$ cat src/rtl/alu_pkg.sv
// Shared definitions for the ALU execute stage: op codes, FSM states and
// the multiply iteration count.
package alu_pkg;

  localparam int unsigned DATA_W_DEF = 16;
  // The shift-add multiplier runs one iteration per operand bit.
  localparam int unsigned MUL_ITER   = DATA_W_DEF;

  localparam logic [2:0] OP_ADD = 3'd0;
  localparam logic [2:0] OP_SUB = 3'd1;
  localparam logic [2:0] OP_AND = 3'd2;
  localparam logic [2:0] OP_OR  = 3'd3;
  localparam logic [2:0] OP_XOR = 3'd4;
  localparam logic [2:0] OP_SLL = 3'd5;
  localparam logic [2:0] OP_SRL = 3'd6;
  localparam logic [2:0] OP_MUL = 3'd7;

  typedef enum logic [1:0] {
    StIdle,
    StExec,
    StMul,
    StWb
  } state_e;

endpackage

$ cat src/rtl/seq_mul.sv
// Iterative shift-add multiplier datapath (no control FSM).
// Ports:
//   clk, rst    - clock, synchronous active-high reset (clears all state)
//   load        - capture multiplicand a / multiplier b, clear acc and counter
//   step        - perform one iteration
//   a, b        - operands captured on load
//   prod        - accumulator value including the current iteration's add
//   last        - current iteration is the final one (counter == ITER-1)
module seq_mul #(
  parameter int unsigned DATA_W = 16,
  parameter int unsigned ITER   = alu_pkg::MUL_ITER
) (
  input  logic              clk,
  input  logic              rst,
  input  logic              load,
  input  logic              step,
  input  logic [DATA_W-1:0] a,
  input  logic [DATA_W-1:0] b,
  output logic [DATA_W-1:0] prod,
  output logic              last
);

  localparam int unsigned CntW = (ITER > 1) ? $clog2(ITER) : 1;

  logic [DATA_W-1:0] acc_q, mcand_q, mplier_q;
  logic [CntW-1:0]   cnt_q;
  logic [DATA_W-1:0] acc_step;

  // Exposed combinationally so the final iteration's add lands in the result.
  assign acc_step = mplier_q[0] ? acc_q + mcand_q : acc_q;
  assign prod     = acc_step;
  assign last     = (cnt_q == CntW'(ITER - 1));

  always_ff @(posedge clk) begin
    if (rst) begin
      acc_q    <= '0;
      mcand_q  <= '0;
      mplier_q <= '0;
      cnt_q    <= '0;
    end else if (load) begin
      acc_q    <= '0;
      mcand_q  <= a;
      mplier_q <= b;
      cnt_q    <= '0;
    end else if (step) begin
      acc_q    <= acc_step;
      mcand_q  <= mcand_q << 1;
      mplier_q <= mplier_q >> 1;
      cnt_q    <= cnt_q + CntW'(1);
    end
  end

endmodule

$ cat src/rtl/alu_exec_unit.sv
// Execute stage between the register file read ports and its write port.
// Single-cycle ADD/SUB/AND/OR/XOR/SLL/SRL, iterative 16-step MUL, result
// written back with a one-cycle wb_wen pulse. busy covers writeback.
// Ports:
//   clk, rst              - clock, synchronous active-high reset
//   start, op, a, b, dest - request; sampled on an edge where busy=0
//   busy                  - operation in flight (through writeback)
//   wb_wen/wb_wadr/wb_data - register file write port (WEN/WADR/DIN)
//   zero, carry           - flags of the last written result
module alu_exec_unit #(
  parameter int unsigned DATA_W = 16,
  parameter int unsigned ADDR_W = 4
) (
  input  logic              clk,
  input  logic              rst,
  input  logic              start,
  input  logic [2:0]        op,
  input  logic [DATA_W-1:0] a,
  input  logic [DATA_W-1:0] b,
  input  logic [ADDR_W-1:0] dest,
  output logic              busy,
  output logic              wb_wen,
  output logic [ADDR_W-1:0] wb_wadr,
  output logic [DATA_W-1:0] wb_data,
  output logic              zero,
  output logic              carry
);

  import alu_pkg::*;

  state_e            state_q, state_d;
  logic [2:0]        op_q;
  logic [DATA_W-1:0] a_q, b_q;
  logic [ADDR_W-1:0] dest_q;
  logic              wen_q, zero_q, carry_q;
  logic [DATA_W-1:0] data_q;

  logic              accept, wr, mul_step, mul_last;
  logic [DATA_W-1:0] mul_prod, alu_res, res_d;
  logic              alu_carry, carry_d;
  logic [DATA_W:0]   sum, diff;

  seq_mul #(
    .DATA_W (DATA_W),
    .ITER   (DATA_W)
  ) u_seq_mul (
    .clk  (clk),
    .rst  (rst),
    .load (accept),
    .step (mul_step),
    .a    (a),
    .b    (b),
    .prod (mul_prod),
    .last (mul_last)
  );

  always_comb begin
    alu_res   = '0;
    alu_carry = 1'b0;
    sum       = {1'b0, a_q} + {1'b0, b_q};
    // Bit DATA_W of the widened difference is the unsigned borrow.
    diff      = {1'b0, a_q} - {1'b0, b_q};
    case (op_q)
      OP_ADD: begin alu_res = sum[DATA_W-1:0];  alu_carry = sum[DATA_W];  end
      OP_SUB: begin alu_res = diff[DATA_W-1:0]; alu_carry = diff[DATA_W]; end
      OP_AND: alu_res = a_q & b_q;
      OP_OR:  alu_res = a_q | b_q;
      OP_XOR: alu_res = a_q ^ b_q;
      OP_SLL: alu_res = a_q << b_q[3:0];
      OP_SRL: alu_res = a_q >> b_q[3:0];
      default: alu_res = '0;
    endcase
  end

  always_comb begin
    state_d  = state_q;
    accept   = 1'b0;
    wr       = 1'b0;
    mul_step = 1'b0;
    res_d    = alu_res;
    carry_d  = alu_carry;
    unique case (state_q)
      StIdle: begin
        if (start) begin
          accept  = 1'b1;
          state_d = (op == OP_MUL) ? StMul : StExec;
        end
      end
      StExec: begin
        wr      = 1'b1;
        state_d = StWb;
      end
      StMul: begin
        mul_step = 1'b1;
        if (mul_last) begin
          wr      = 1'b1;
          res_d   = mul_prod;
          carry_d = 1'b0;
          state_d = StWb;
        end
      end
      StWb: state_d = StIdle;
      default: state_d = StIdle;
    endcase
  end

  always_ff @(posedge clk) begin
    if (rst) begin
      state_q <= StIdle;
      op_q    <= '0;
      a_q     <= '0;
      b_q     <= '0;
      dest_q  <= '0;
      wen_q   <= 1'b0;
      data_q  <= '0;
      zero_q  <= 1'b0;
      carry_q <= 1'b0;
    end else begin
      state_q <= state_d;
      wen_q   <= wr;
      if (accept) begin
        op_q   <= op;
        a_q    <= a;
        b_q    <= b;
        dest_q <= dest;
      end
      if (wr) begin
        data_q  <= res_d;
        zero_q  <= (res_d == '0);
        carry_q <= carry_d;
      end
    end
  end

  assign busy    = (state_q != StIdle);
  assign wb_wen  = wen_q;
  assign wb_wadr = dest_q;
  assign wb_data = data_q;
  assign zero    = zero_q;
  assign carry   = carry_q;

endmodule

$ cat config.mk
export PLATFORM = sky130hd
export DESIGN_NAME = alu_exec_unit
export DESIGN_NICKNAME = d
export VERILOG_FILES = /design/src/rtl/alu_pkg.sv /design/src/rtl/seq_mul.sv /design/src/rtl/alu_exec_unit.sv
export SDC_FILE = /design/constraint.sdc
export NUM_CORES = 1
export LEC_CHECK = 0
export BUFFER_PORTS_ARGS = -buffer_cell sky130_fd_sc_hd__buf_4
export CORE_AREA = 2 2 156 158
export CTS_CLUSTER_SIZE = 24
export DETAILED_ROUTE_END_ITERATION = 8
export DIE_AREA = 0 0 158 160
export GPL_TIMING_DRIVEN = 0
export PLACE_DENSITY_LB_ADDON = 0.1
export SLEW_MARGIN = 20
export SYNTH_ARGS = -nofsm -noshare
export SYNTH_HDL_FRONTEND = slang
export SYNTH_SLANG_ARGS = --single-unit
$ cat constraint.sdc
create_clock -name clk -period 3.7 [get_ports clk]
set_input_delay 0 -clock clk [delete_from_list [all_inputs] [get_ports clk]]
set_output_delay 0 -clock clk [all_outputs]
set_load 0.1 [all_outputs]
Yosys cells after proc, flatten, opt, wreduce, memory -nomap -nowiden
Cells that the tools add are included.
- output and inout bits: 24
- register bits: 112
- input bits: 42
- word-level logic and storage cells: 62
- shift operators: 2
- add/subtract/negate cells: 4
- bitwise logic cells: 3
- reduce and logical (&&, ||, !) cells: 7
- equality and inequality tests: 13
- multiplexer cells: 20
- operators with widths (kind ; count):
    16-bit two-way mux ; 7
    16-bit case mux with 7 select lines ; 1
    16-bit by 16-bit adder with 17-bit output ; 1
    16-bit by 16-bit subtractor with 17-bit output ; 1
    16-bit adder ; 1
    16-bit bitwise AND ; 1
    16-bit logical NOT ; 1
    16-bit bitwise OR ; 1
    16-bit by 4-bit left shift with 16-bit output ; 1
    16-bit by 4-bit right shift with 16-bit output ; 1
    16-bit XOR ; 1
    3-bit == test, second input constant ; 4
    2-bit case mux with 4 select lines ; 1
    3-bit by 2-bit == test with 1-bit output, second input constant ; 2
    1-bit two-way mux ; 6
    2-bit two-way mux ; 3
    4-bit by 1-bit adder with 4-bit output, second input constant ; 1
    2-bit == test, second input constant ; 2
    4-bit == test, second input constant ; 1
    2-bit inequality test, second input constant ; 2
    1-bit case mux with 2 select lines ; 2
    2-bit nonzero test ; 2
    3-bit by 1-bit == test with 1-bit output, second input constant ; 1
    3-bit logical NOT ; 1
    other kinds (4) ; 4

Depth between registers and ports, before layout
- word-level depth: 5
- mapped depth: 15

Cells and area by module
A second synthesis with hierarchy kept.
- cells, all modules: 1223
- area total of the unflattened synthesis: 9345.2 µm²
- modules (own cells, without submodules) (module ; cells an instance ; times used ; area an instance (µm²)):
    alu_exec_unit ; 864 ; 1 ; 6343.6
    seq_mul ; 359 ; 1 ; 3001.6

Least setup slack after synthesis
No wires, ideal clock.
- kind: register to register
- from: register b_q[2]
- to: register zero_q, in the netlist zero
- buffers on the path: 3
- cell stages (with the launch flop): 16
- clock period less this slack: 3.294 ns
- setup time: 0.135 ns
- slack: 0.406 ns
- required time: 3.565 ns
- arrival time: 3.159 ns
- cell sequence: dfxtp_1 > buf_6 > inv_1 > clkbuf_1 > ha_1 > buf_6 > nor3_1 > o31a_1 > o31a_1 > nor2_1 > o41ai_2 > a31o_2 > o311a_1 > o32a_1 > o22ai_2 > o32ai_2
- cells in the longest elaborated chain, start to end: 5
- elaborated cells on any way between the ends: 11
- those cells by class: add/sub (2); shift (2); mux (3); bitwise (3); reduce/logical (1)
- RTL lines (what ; line ; RTL):
    start, declared ; alu_exec_unit.sv:33 ; logic [DATA_W-1:0] a_q, b_q;
    start signal, assigned ; alu_exec_unit.sv:112 ; b_q <= '0;
    start signal, assigned ; alu_exec_unit.sv:124 ; b_q <= b;
    16-bit by 16-bit subtractor with 17-bit output (tied with other cells) ; alu_exec_unit.sv:62 ; diff = {1'b0, a_q} - {1'b0, b_q};
    16-bit case mux with 7 select lines (*) ; alu_exec_unit.sv:63 ; case (op_q)
    16-bit two-way mux ; alu_exec_unit.sv:95 ; if (mul_last) begin
    16-bit two-way mux (*) ; alu_exec_unit.sv:82 ; unique case (state_q)
    16-bit logical NOT (*) ; alu_exec_unit.sv:129 ; zero_q <= (res_d == '0);
    end signal, assigned ; alu_exec_unit.sv:129 ;
    end, declared ; alu_exec_unit.sv:35 ; logic wen_q, zero_q, carry_q;
Every way passes the cells marked *; elsewhere a longest branch is shown, timed or not.
A chain may end at the register's enable or synchronous reset.

Final worst setup path
- from: register a_q[11]
- to: register zero_q, in the netlist zero
- cells in the longest elaborated chain, start to end: 5
- elaborated cells on any way between the ends: 11
- those cells by class: add/sub (2); shift (2); mux (3); bitwise (3); reduce/logical (1)
- RTL lines (what ; line ; RTL):
    start, declared ; alu_exec_unit.sv:33 ;
    start signal, assigned ; alu_exec_unit.sv:111 ; a_q <= '0;
    start signal, assigned ; alu_exec_unit.sv:123 ; a_q <= a;
    16-bit by 16-bit subtractor with 17-bit output (tied with other cells) ; alu_exec_unit.sv:62 ;
    16-bit case mux with 7 select lines (*) ; alu_exec_unit.sv:63 ;
    16-bit two-way mux ; alu_exec_unit.sv:95 ;
    16-bit two-way mux (*) ; alu_exec_unit.sv:82 ;
    16-bit logical NOT (*) ; alu_exec_unit.sv:129 ;
Marks and branches as above.

==> out/qor.yml <==
outcome:
  status: "finished, final reports clean"
timing:
  fin_crit_sh: 0.968
  max_slew_margin: 0.344
  drv_slew: 0
  finalCriticalPeriod_ps: 3580
  setup_viol: 0
  holdWs_ps: 95.7
  rsz0062_at_grt: "false"
  fmax_mhz: 279
  finClkSkew_ps: 17.1
  setup_slack_ps: 117
  hold_viol: 0
  final.setup.tns_ps: 0
  worst_pin_slew_ps: 959
grt:
  grt.met2_usage: 0.457
  grt_use_met3: 0.0434
  track_usage: 0.298
  grt_pass1_vias: 9053
  gr-total-overflow: 0
  busiest_layer: "met2"
  use_met1: 0.438
  grt_pass1_wl_um: 56600
  grt_max_degree: 22
  antenna_found_initial: 1
floorplanning:
  core_area_um2: 23800
  die_width_um: 158
  pin_count: 66
  initial_core_util: 0.392
  die_h_um: 160
  rows: 57
  die-area_um2: 25300
cells_and_area:
  sequential_cell_area_um2: 2260
  final_common_cell: "nand2_1"
  area_growth_syn_to_layout_pct: 19.7
  final_cells: 1646
  final_nets: 1433
  stdcell_area_um2: 11200
  fillerInstances: 2448
  drive_gt1_frac: 0.186
  final_cell_mix: "183 x nand2_1, 141 x a21oi_1, 101 x dfxtp_1"
  postLayoutCoreUtil: 0.469
  multiInputGateArea_um2: 6580
detailed_routing:
  drc: 0
  post_drt_wl_per_cell_um: 22.7
  firstDrtPassIters: 5
  drtIter0Drc: 774
  drtAntennaViolNets: 0
  routed_wl_um: 37400
  vias_per_cell: 5.72
  vias: 9420
clock_network:
  cts_sinks: 112
  clockBufferDepth: 2
  cts_buffers: 9
  clk_pin_slew_worst_paths_ps: 90
  cts_tree: "done"
  clk_latency_ps: 370
  ctsHtreeMaxLevel: 3
  cts_root_buf: "clkbuf_16"
critical_path:
  rr_startpoint: "a_q[11]"
  r2r-end: "zero"
  r2r_setup_slack_ps: 120
  crit_required_ps: 3990
  cp_max_fo: 10
  start_kind: "flop"
  cp-endpoint: "zero"
  r2r_cells: 14
  crit_path_start: "a_q[11]"
  path_class: "flop to flop"
  end_kind: "flop"
  cp.arrival_ps: 3870
pwr:
  power.net_switching_mw: 3.60
  power_density_nw_per_um2: 632
  swShare: 0.510
  leakagePower_nw: 4.34
  ir_drop_uv: 571
  p_comb_frac: 0.609
  p_clk_frac: 0.144
  cellInternalPower_mw: 3.46
  pwr-share-seq: 0.247
  total_power_mw: 7.06
job:
  maxCapViolations: 0
place:
  placed_cell_area_um2: 10200
  port_buffers: 64
  dp_slack_ps: -478
  place_inst: 1579
  hpwlAfterDp_um: 29500
  place.gp.congestion: 0.982
synthesis:
  synth-seq-cells: 112
  ys_async_sr_fraction: 0
  yosysSeqAreaShare: 0.240
  synthTopCellsByArea: "dfxtp_1 24%, ha_1 9.7%, a21oi_1 7.6%"
  avgSynthCellArea_um2: 7.84
  synth_flop_cell: "dfxtp_1"
  synth_edf_count: 0
  synth_nets: 1307
  synth_area_um2: 9330
  synth_warnings: 0
  syn_inst: 1190
  synth_top_area_frac: 0.240
  synth_area_leader_cell: "dfxtp_1"
  ys_types: 85
worst_hold_path:
  holdCritPathClass: "input pin to flop"
[power groups by stage]
| stage | clock (mW) | sequential, mW | combinational (mW) |
|---|---|---|---|
| CTS | 1.03 | 1.73 | 4.18 |
| global route | 1.08 | 1.77 | 4.62 |
| finish | 1.01 | 1.75 | 4.30 |
| detailed placement | 0 | 1.76 | 4.03 |
| floorplan | 0 | 2.02 | 2.55 |
| global placement | 0 | 1.75 | 4.03 |
[sequential cells by signal, summed over array words and instances, names as in the netlist]
register	flops
op_q	3
u_seq_mul.mcand_q	16
wb_wen	1
u_seq_mul.mplier_q	16
state_q	2
b_q	16
wb_data	16
carry	1
wb_wadr	4
a_q	16
u_seq_mul.cnt_q	4
zero	1
u_seq_mul.acc_q	16
[worst min-delay path by stage]
stage | from | slack [ps] | endpoint | cells past startpoint
final | start | 100 | state_q[1] | 4
after global routing | start | 120 | state_q[1] | 4
after CTS | start | 80 | state_q[1] | 4
after detailed placement | dest[3] | 260 | wb_wadr[3] | 3
after global placement | dest[1] | 250 | wb_wadr[1] | 3
after floorplan | op[2] | 140 | op_q[2] | 2
[per-layer routing]
metal	vias up	part of all wire
met5	-	0
met3	47	0.063
met1	4507	0.47
met4	0	0.022
li1	4532	-
met2	334	0.44
[critical path: stages (launching register included)]
cell	delay, ps
dfxtp_2	420
clkbuf_4	270
inv_1	70
ha_1	280
buf_2	190
inv_1	170
o31ai_1	130
o21ai_0	320
nand2b_1	110
a211oi_2	300
mux2i_1	100
or3_1	330
a221oi_2	330
nand4_1	170
o32ai_2	270
[cell usage after synthesis (4+ instances only)]
cell type  count
o21ai_0       44
o21bai_1       6
a21o_1         8
a31oi_1        6
o211ai_1      14
nor2b_1       12
a211o_1        5
or3_1          8
nand2b_1       9
ha_1          72
buf_6          7
inv_1         55
nor2_1        99
nand2_1      183
nand3_1       15
dfxtp_1      112
mux4_2        18
xor2_1        15
and3_1         4
a222oi_1       6
a221oi_1       8
buf_2         18
and2_1         6
o31ai_1        4
mux2_2        41
xnor2_1       11
nor3_1        28
a22oi_1        7
o31a_1         8
a21oi_1      142
o22ai_1        4
nor4_1         4
nand4_1       11
a211oi_1      28
o21a_1         6
a21boi_0       4
mux2i_1       29
clkbuf_1      52
buf_1          6
[cell type report]
type / instances / area share
Buffer: 85 / 0.0382
Sequential cell: 112 / 0.203
Tap cell: 324 / 0.0363
Antenna cell: 1 / 0.000224
Clock inverter: 7 / 0.00672
Timing Repair Buffer: 116 / 0.0867
Clock buffer: 9 / 0.0202
Multi-Input combinational cell: 934 / 0.589
Inverter: 58 / 0.0201
[kinds of logic after synthesis]
kind of cell | after synthesis | synth area share
muxes | 89 | 0.126
adders and majority gates | 75 | 0.103
and+or+nand+nor | 396 | 0.190
AOI/OAI and AO/OA | 348 | 0.250
xor gates and xnor gates | 26 | 0.0244
DFF | 112 | 0.240
buffers and inverters | 144 | 0.0672
[repair_timing]
item / CTS / global route
setup endpoints to repair: 3 / 4
endpoints found under the hold margin: 70 / 0
setup buffers: 6 / 6
pin swaps: 7 / 12
gates resized for setup: 21 / 34
hold buffers: 39 / 0
No activity file was read; power rests on OpenSTA's default activity.
